**config.mk**
```make
export PLATFORM = sky130hd
export DESIGN_NAME = sdram_cmd_sequencer
export DESIGN_NICKNAME = d
export VERILOG_FILES = /design/src/rtl/sdram_cmd_sequencer.sv
export SDC_FILE = /design/constraint.sdc
export NUM_CORES = 1
export LEC_CHECK = 0
export CAP_MARGIN = 20
export CORE_ASPECT_RATIO = 2
export CORE_MARGIN = 3
export CORE_UTILIZATION = 45
export CTS_BUF_LIST = sky130_fd_sc_hd__clkbuf_2
export DETAILED_ROUTE_END_ITERATION = 12
export PLACE_DENSITY = 0.67
export SYNTH_ARGS = -nofsm -noshare
export SYNTH_HDL_FRONTEND = slang
export SYNTH_SLANG_ARGS = --single-unit
```
**constraint.sdc**
```tcl
create_clock -name HCLK -period 3.1 [get_ports HCLK]
set_clock_uncertainty 0.05 [all_clocks]
set_input_delay 0.465 -clock HCLK [delete_from_list [all_inputs] [get_ports HCLK]]
set_output_delay 0.465 -clock HCLK [all_outputs]
set_load 0.05 [all_outputs]
```
**src/rtl/sdram_cmd_sequencer.sv**
```systemverilog
// ---------------------------------------------------------------------------
// sdram_cmd_sequencer
//   SDRAM command sequencer for single-beat reads and writes. It runs the
//   power-up init (PRE-ALL, 2x REF, MRS) and periodic auto-refresh, and serves
//   each access as ACTIVATE then READ/WRITE with auto-precharge. It also drives
//   the direction/strobe controls used by the DQ data-path block.
//
// Ports
//   HCLK, HRESETn          clock, asynchronous active-low reset
//   req_valid_i/ready_o    request handshake (accept when both high)
//   req_write_i            1 = write, 0 = read
//   req_addr_i             {bank, row, col}
//   done_o                 one-cycle completion pulse
//   init_done_o            high once the init sequence has finished
//   cmd_write_active_o     data path drives DQ (same edge as WR)
//   cmd_read_active_o      data path captures DQ (CAS_LAT after RD)
//   sdram_rdata_valid_o    read data valid (CAS_LAT after RD)
//   SDRAM_*                registered SDRAM command/address pins
// ---------------------------------------------------------------------------
module sdram_cmd_sequencer #(
   parameter int BANK_W       = 2,
   parameter int ROW_W        = 13,
   parameter int COL_W        = 9,
   parameter int CAS_LAT      = 2,
   parameter int T_RCD        = 2,
   parameter int T_RP         = 2,
   parameter int T_WR         = 2,
   parameter int T_RFC        = 7,
   parameter int REF_INTERVAL = 780,
   parameter int INIT_WAIT    = 10000,
   parameter logic [ROW_W-1:0] MODE_REG = 'h020
) (
   input  logic                            HCLK,
   input  logic                            HRESETn,
   input  logic                            req_valid_i,
   input  logic                            req_write_i,
   input  logic [BANK_W+ROW_W+COL_W-1:0]   req_addr_i,
   output logic                            req_ready_o,
   output logic                            done_o,
   output logic                            init_done_o,
   output logic                            cmd_write_active_o,
   output logic                            cmd_read_active_o,
   output logic                            sdram_rdata_valid_o,
   output logic                            SDRAM_CKE,
   output logic                            SDRAM_CS_N,
   output logic                            SDRAM_RAS_N,
   output logic                            SDRAM_CAS_N,
   output logic                            SDRAM_WE_N,
   output logic [BANK_W-1:0]               SDRAM_BA,
   output logic [ROW_W-1:0]                SDRAM_A
);

   function automatic int imax(input int a, input int b);
      return (a > b) ? a : b;
   endfunction

   // Wait loads. A state loaded with N emits its action on the edge after the
   // counter reaches zero, so "N NOPs then a command" loads N, while "wait N
   // cycles then be IDLE" loads N-1. Zero-length waits collapse to one cycle.
   localparam int INIT_CNT  = (INIT_WAIT > 0) ? INIT_WAIT : 1;
   localparam int RP_NOP    = (T_RP  > 0) ? T_RP  : 1;
   localparam int RFC_NOP   = (T_RFC > 0) ? T_RFC : 1;
   localparam int RCD_NOP   = (T_RCD > 1) ? T_RCD - 1 : 0;
   localparam int CAS_WAIT  = (CAS_LAT > 1) ? CAS_LAT - 1 : 0;
   localparam int RP_IDLE   = (T_RP > 1) ? T_RP - 1 : 0;
   localparam int WR_IDLE   = (T_WR + T_RP > 1) ? T_WR + T_RP - 1 : 0;
   localparam int RFC_IDLE  = (T_RFC > 1) ? T_RFC - 1 : 0;
   localparam int MRS_IDLE  = 1;
   localparam int CNT_MAX   = imax(imax(imax(INIT_CNT, RP_NOP), imax(RFC_NOP, RCD_NOP)),
                                   imax(imax(CAS_WAIT, WR_IDLE), imax(RFC_IDLE, MRS_IDLE)));
   localparam int CNT_W     = $clog2(CNT_MAX + 1);
   localparam int REF_W     = (REF_INTERVAL > 1) ? $clog2(REF_INTERVAL) : 1;

   localparam logic [3:0] CMD_NOP = 4'b0111;
   localparam logic [3:0] CMD_ACT = 4'b0011;
   localparam logic [3:0] CMD_RD  = 4'b0101;
   localparam logic [3:0] CMD_WR  = 4'b0100;
   localparam logic [3:0] CMD_PRE = 4'b0010;
   localparam logic [3:0] CMD_REF = 4'b0001;
   localparam logic [3:0] CMD_MRS = 4'b0000;
   localparam logic [3:0] CMD_DES = 4'b1111;
   localparam logic [ROW_W-1:0] A10 = ROW_W'(1) << 10;

   typedef enum logic [3:0] {
      S_INIT_WAIT, S_INIT_PRE, S_INIT_REF1, S_INIT_REF2, S_INIT_MRS,
      S_IDLE, S_REF, S_ACT, S_CAS, S_RECOVER
   } state_t;

   state_t              r_state, w_state_nxt;
   logic [CNT_W-1:0]    r_cnt, w_cnt_nxt, w_cnt_dec;
   logic                w_cnt_zero;
   logic                r_cke;
   logic [3:0]          r_cmd, w_cmd_nxt;
   logic [BANK_W-1:0]   r_ba, w_ba_nxt;
   logic [ROW_W-1:0]    r_a, w_a_nxt;
   logic                r_done, w_done_nxt;
   logic                r_wr_act, w_wr_act_nxt;
   logic                r_rd_act, w_rd_act_nxt;
   logic                r_init_done, w_init_done_nxt;
   logic                r_ref_pend;
   logic [REF_W-1:0]    r_ref_cnt;
   logic                w_ref_expire, w_ref_issue, w_accept;
   logic [BANK_W-1:0]   r_bank;
   logic [COL_W-1:0]    r_col;
   logic                r_write;
   logic [BANK_W-1:0]   w_bank;
   logic [ROW_W-1:0]    w_row;
   logic [COL_W-1:0]    w_col;
   logic [ROW_W-1:0]    w_col_a;

   assign w_bank     = req_addr_i[COL_W+ROW_W +: BANK_W];
   assign w_row      = req_addr_i[COL_W +: ROW_W];
   assign w_col      = req_addr_i[COL_W-1:0];
   assign w_col_a    = ROW_W'(r_col) | A10;   // A10 selects auto-precharge
   assign w_cnt_dec  = r_cnt - CNT_W'(1);
   assign w_cnt_zero = (r_cnt == '0);

   // A pending refresh closes the door so the FSM takes REF on its next IDLE cycle.
   assign req_ready_o = (r_state == S_IDLE) & r_init_done & ~r_ref_pend;
   assign w_accept    = req_valid_i & req_ready_o;

   always_comb begin
      w_state_nxt     = r_state;
      w_cnt_nxt       = r_cnt;
      w_cmd_nxt       = CMD_NOP;
      w_ba_nxt        = '0;
      w_a_nxt         = '0;
      w_done_nxt      = 1'b0;
      w_wr_act_nxt    = 1'b0;
      w_rd_act_nxt    = 1'b0;
      w_init_done_nxt = r_init_done;
      w_ref_issue     = 1'b0;
      case (r_state)
         S_INIT_WAIT: if (w_cnt_zero) begin
               w_cmd_nxt = CMD_PRE; w_a_nxt = A10;
               w_state_nxt = S_INIT_PRE; w_cnt_nxt = CNT_W'(RP_NOP);
            end else w_cnt_nxt = w_cnt_dec;
         S_INIT_PRE: if (w_cnt_zero) begin
               w_cmd_nxt = CMD_REF;
               w_state_nxt = S_INIT_REF1; w_cnt_nxt = CNT_W'(RFC_NOP);
            end else w_cnt_nxt = w_cnt_dec;
         S_INIT_REF1: if (w_cnt_zero) begin
               w_cmd_nxt = CMD_REF;
               w_state_nxt = S_INIT_REF2; w_cnt_nxt = CNT_W'(RFC_NOP);
            end else w_cnt_nxt = w_cnt_dec;
         S_INIT_REF2: if (w_cnt_zero) begin
               w_cmd_nxt = CMD_MRS; w_a_nxt = MODE_REG;
               w_state_nxt = S_INIT_MRS; w_cnt_nxt = CNT_W'(MRS_IDLE);
            end else w_cnt_nxt = w_cnt_dec;
         S_INIT_MRS: if (w_cnt_zero) begin
               w_state_nxt = S_IDLE; w_init_done_nxt = 1'b1;
            end else w_cnt_nxt = w_cnt_dec;
         S_IDLE: if (r_ref_pend) begin
               w_cmd_nxt = CMD_REF; w_ref_issue = 1'b1;
               w_state_nxt = S_REF; w_cnt_nxt = CNT_W'(RFC_IDLE);
            end else if (w_accept) begin
               // ACT uses the live address; bank/col are latched for the column command.
               w_cmd_nxt = CMD_ACT; w_ba_nxt = w_bank; w_a_nxt = w_row;
               w_state_nxt = S_ACT; w_cnt_nxt = CNT_W'(RCD_NOP);
            end
         S_REF: if (w_cnt_zero) w_state_nxt = S_IDLE;
            else w_cnt_nxt = w_cnt_dec;
         S_ACT: if (w_cnt_zero) begin
               w_ba_nxt = r_bank; w_a_nxt = w_col_a;
               if (r_write) begin
                  // Data and WR leave on the same edge.
                  w_cmd_nxt = CMD_WR; w_wr_act_nxt = 1'b1; w_done_nxt = 1'b1;
                  w_state_nxt = S_RECOVER; w_cnt_nxt = CNT_W'(WR_IDLE);
               end else begin
                  w_cmd_nxt = CMD_RD;
                  w_state_nxt = S_CAS; w_cnt_nxt = CNT_W'(CAS_WAIT);
               end
            end else w_cnt_nxt = w_cnt_dec;
         S_CAS: if (w_cnt_zero) begin
               w_rd_act_nxt = 1'b1; w_done_nxt = 1'b1;
               w_state_nxt = S_RECOVER; w_cnt_nxt = CNT_W'(RP_IDLE);
            end else w_cnt_nxt = w_cnt_dec;
         S_RECOVER: if (w_cnt_zero) w_state_nxt = S_IDLE;
            else w_cnt_nxt = w_cnt_dec;
         default: w_state_nxt = S_INIT_WAIT;
      endcase
   end

   always_ff @(posedge HCLK or negedge HRESETn) begin
      if (!HRESETn) begin
         r_state     <= S_INIT_WAIT;
         r_cnt       <= CNT_W'(INIT_CNT);
         r_cke       <= 1'b0;
         r_cmd       <= CMD_DES;
         r_ba        <= '0;
         r_a         <= '0;
         r_done      <= 1'b0;
         r_wr_act    <= 1'b0;
         r_rd_act    <= 1'b0;
         r_init_done <= 1'b0;
      end else begin
         r_state     <= w_state_nxt;
         r_cnt       <= w_cnt_nxt;
         r_cke       <= 1'b1;
         r_cmd       <= w_cmd_nxt;
         r_ba        <= w_ba_nxt;
         r_a         <= w_a_nxt;
         r_done      <= w_done_nxt;
         r_wr_act    <= w_wr_act_nxt;
         r_rd_act    <= w_rd_act_nxt;
         r_init_done <= w_init_done_nxt;
      end
   end

   // Refresh timer only runs after init; a new expiry wins over the clear so
   // back-to-back events never lose a refresh, but at most one is ever pending.
   assign w_ref_expire = r_init_done & (r_ref_cnt == '0);

   always_ff @(posedge HCLK or negedge HRESETn) begin
      if (!HRESETn) begin
         r_ref_cnt  <= REF_W'(REF_INTERVAL - 1);
         r_ref_pend <= 1'b0;
      end else if (r_init_done) begin
         r_ref_cnt <= w_ref_expire ? REF_W'(REF_INTERVAL - 1) : r_ref_cnt - REF_W'(1);
         if (w_ref_expire)     r_ref_pend <= 1'b1;
         else if (w_ref_issue) r_ref_pend <= 1'b0;
      end
   end

   always_ff @(posedge HCLK) begin
      if (w_accept) begin
         r_bank  <= w_bank;
         r_col   <= w_col;
         r_write <= req_write_i;
      end
   end

   assign {SDRAM_CS_N, SDRAM_RAS_N, SDRAM_CAS_N, SDRAM_WE_N} = r_cmd;
   assign SDRAM_CKE           = r_cke;
   assign SDRAM_BA            = r_ba;
   assign SDRAM_A             = r_a;
   assign done_o              = r_done;
   assign init_done_o         = r_init_done;
   assign cmd_write_active_o  = r_wr_act;
   assign cmd_read_active_o   = r_rd_act;
   assign sdram_rdata_valid_o = r_rd_act;

endmodule

```
==> flow_summary.json <==
{
  "worst_pin_slew_ns": 0.722,
  "drt_iter0_drc": 103,
  "cts_made_buffers": 9,
  "fill_cells": 631,
  "htreeDepth": 3,
  "io_pins": 54,
  "antenna_cells": 0,
  "arrival_ns": 2.42,
  "endpoint_kind": "output pin",
  "yosys.area.top_type_share_pct": 31.7,
  "ctsResizeCount": 0,
  "cap_violations": 0,
  "grt_remaining_overflow": 0,
  "path_cells": "and4bb_4, nand2_1, nor2_1, clkdlybuf4s50_1",
  "hold_viol_final": 0,
  "die_area_mm2": 0.00793,
  "seq_power_share_pct": 36.6,
  "syn_avg_cell_area_um2": 10.6,
  "syn_nets": 319,
  "yosysWarnings": 0,
  "synth.top_cells.by_area": "dfrtp_1, dfstp_2, edfxtp_1",
  "rsz0062_at_grt": "no",
  "via_per_inst": 5.50,
  "synthCells": 289,
  "p_int_w": 0.00183,
  "synth_seq_area_share_pct": 55.4,
  "initial_core_util_pct": 46.5,
  "slowest_delay_ns": 0.81,
  "grt_max_degree": 50,
  "gp_congestion": 0.905,
  "clock-root-buffer": "clkbuf_2",
  "nets": 377,
  "fp.dieH_um": 123,
  "crit_required_ns": 2.58,
  "peakVddDrop_v": 0.000538,
  "path_clk_slew_ns": 0.18,
  "first_pass_iters": 4,
  "grt_pass1_wl_um": 11600,
  "finalSetupViolCount": 0,
  "std_cell_rows": 42,
  "p_leak_nw": 1.51,
  "vias": 2420,
  "async_reset_ff_share_pct": 81.5,
  "fin_crit_ns": 2.93,
  "ant_nets": 0,
  "synth_cell_types": 52,
  "pre_cts_ws_ns": 0.516,
  "drive_gt1_share_pct": 16.2,
  "power_density_mw_per_mm2": 820,
  "area_delta_synth_final_pct": 25.3,
  "ys_ff_latch": 65,
  "hp-class": "primary input to asynchronous set/reset pin",
  "io_buffer_count": 53,
  "combPwrFrac_pct": 44.9,
  "cts_num_sinks": 65,
  "slew_violations": 0,
  "die_x_um": 64.5,
  "clk_latency_ns": 0.53,
  "crit_type": "register to output pin",
  "start_kind": "register",
  "first_global_vias": 2435,
  "core_region_area_mm2": 0.00662,
  "wl_per_cell_um": 16.2,
  "syn_area_mm2": 0.00308,
  "drc": 0,
  "p_sw_w": 0.00133,
  "fin_crit_sh_pct": 94.5,
  "cpMaxStageDelayCell": "clkdlybuf4s50_1",
  "cts_buffer_depth": 2,
  "slew_headroom_pct": 50.6,
  "tritoncts": "yes",
  "tns_ns": 0,
  "layout_commonest_cell": "clkdlybuf4s50_1",
  "layout_common_cells": "clkdlybuf4s50_1, dfrtp_1, nand2_1",
  "antenna_found_initial": 0,
  "wl_um": 7110,
  "groute.usage.overall_pct": 19.6,
  "ys.flop_type": "dfrtp_1",
  "clkPwrFrac_pct": 18.5,
  "sw_frac_of_total_pct": 42.0,
  "fmax_mhz": 341,
  "place_hpwl_um": 5220,
  "cp_max_fo": 6,
  "synth_edf_count": 12,
  "status": "finished, final reports clean",
  "yosys.area.top_type": "dfrtp_1",
  "finalWorstSetupSlack_ns": 0.169
}
[logic make-up after synthesis]
logic type               count (synthesis)  share of synthesized area, %
AO/OA/AOI/OAI                           78                          17.8
adder cells (fa/ha/maj)                  3                          1.14
other                                    2                         0.244
AND/OR/NAND/NOR                        103                          17.8
buffers and inverters                   25                          3.94
flip-flops                              65                          55.4
XOR/XNOR                                13                          3.70
[per-layer routing]
layer	global-route usage, %	wire length, um	vias up
met3	4.91	333	13
met1	19.7	2510	1180
met2	36.3	4140	69
li1	-	-	1158
met4	9.93	129	0
met5	0	0	-
[worst max-delay path, delay by kind of cell, from the launching register on]
family                 cells  cell delay, ns
and+or+nand+nor            3            0.67
buffers and inverters      1            0.81
DFF                        1            0.41
[worst paths after layout]
path | startpoint | end | slack, ns | cells after the start
min | HRESETn | r_ref_pend$_DFFE_PN0P_ | 0.35 | 2
min in group HCLK | req_addr_i[0] | r_col[0]$_DFFE_PN_ | 0.42 | 1
max reg2reg | r_cnt[0]$_DFFE_PN0P_ | r_cnt[5]$_DFFE_PN0P_ | 0.55 | 8
min reg2reg | r_bank[1]$_DFFE_PN_ | SDRAM_BA[1]$_DFF_PN0_ | 0.44 | 1
max | r_state[3]$_DFFE_PN0P_ | req_ready_o | 0.17 | 4
max in group asynchronous | HRESETn | r_cnt[13]$_DFFE_PN1P_ | 1.91 | 4
[cells in the mapped netlist, drive strengths merged, types with 6 or more instances]
| cell type | n |
|---|---|
| dfrtp | 39 |
| nand2 | 31 |
| nor2 | 27 |
| a21oi | 20 |
| o21ai | 15 |
| dfstp | 14 |
| edfxtp | 12 |
| a22o | 11 |
| buf | 10 |
| o31ai | 10 |
| nor3 | 9 |
| inv | 8 |
| xnor2 | 8 |
| clkbuf | 6 |
| or3 | 6 |
| or4 | 6 |
[power by group through the flow]
stage | clock network (W) | logic [W] | registers [W]
after floorplan | 0 | 0.000891 | 0.00132
after global placement | 0 | 0.00140 | 0.00117
after detailed placement | 0 | 0.00142 | 0.00117
after CTS | 0.000605 | 0.00142 | 0.00116
after global routing | 0.000642 | 0.00154 | 0.00118
final | 0.000586 | 0.00142 | 0.00116
[flip-flops by register name, indices dropped and copies added, names as in the netlist]
| register | cells |
|---|---|
| r_write | 1 |
| r_state | 4 |
| r_cmd | 4 |
| init_done_o | 1 |
| r_col | 9 |
| cmd_write_active_o | 1 |
| done_o | 1 |
| SDRAM_BA | 2 |
| cmd_read_active_o | 1 |
| r_bank | 2 |
| r_cnt | 14 |
| SDRAM_A | 13 |
| SDRAM_CKE | 1 |
| r_ref_cnt | 10 |
| r_ref_pend | 1 |
[final cells by class]
| cell class | count | area, um^2 | area share [%] |
|---|---|---|---|
| clock buffers | 9 | 45.0 | 1.17 |
| multi-input cells | 199 | 1250 | 32.5 |
| flip-flops and latches | 65 | 1700 | 44.2 |
| inverters | 9 | 33.8 | 0.876 |
| repair buffers | 63 | 616 | 16.0 |
| well taps | 88 | 110 | 2.86 |
| clock inverters | 7 | 92.6 | 2.40 |
[metrics by stage]
step / cell area [um^2] / hold slack [ns] / std cells / utilization, % / power, W
detailed placement: 3690 / 0.400 / 422 / 55.7 / 0.00259
global route: 3850 / 0.330 / 440 / 58.2 / 0.00336
finish: 3850 / 0.349 / 440 / 58.2 / 0.00316
global placement: 3690 / 0.397 / 422 / 55.7 / 0.00257
CTS: 3820 / 0.0688 / 438 / 57.8 / 0.00318
floorplan: 3080 / 0.119 / 289 / - / 0.00221
[repair_timing]
| item | in CTS | in global routing |
|---|---|---|
| hold endpoints to repair | 0 | 15 |
| setup buffers | 0 | 0 |
| hold buffers | 0 | 1 |
(Power assumes the default switching activity.)
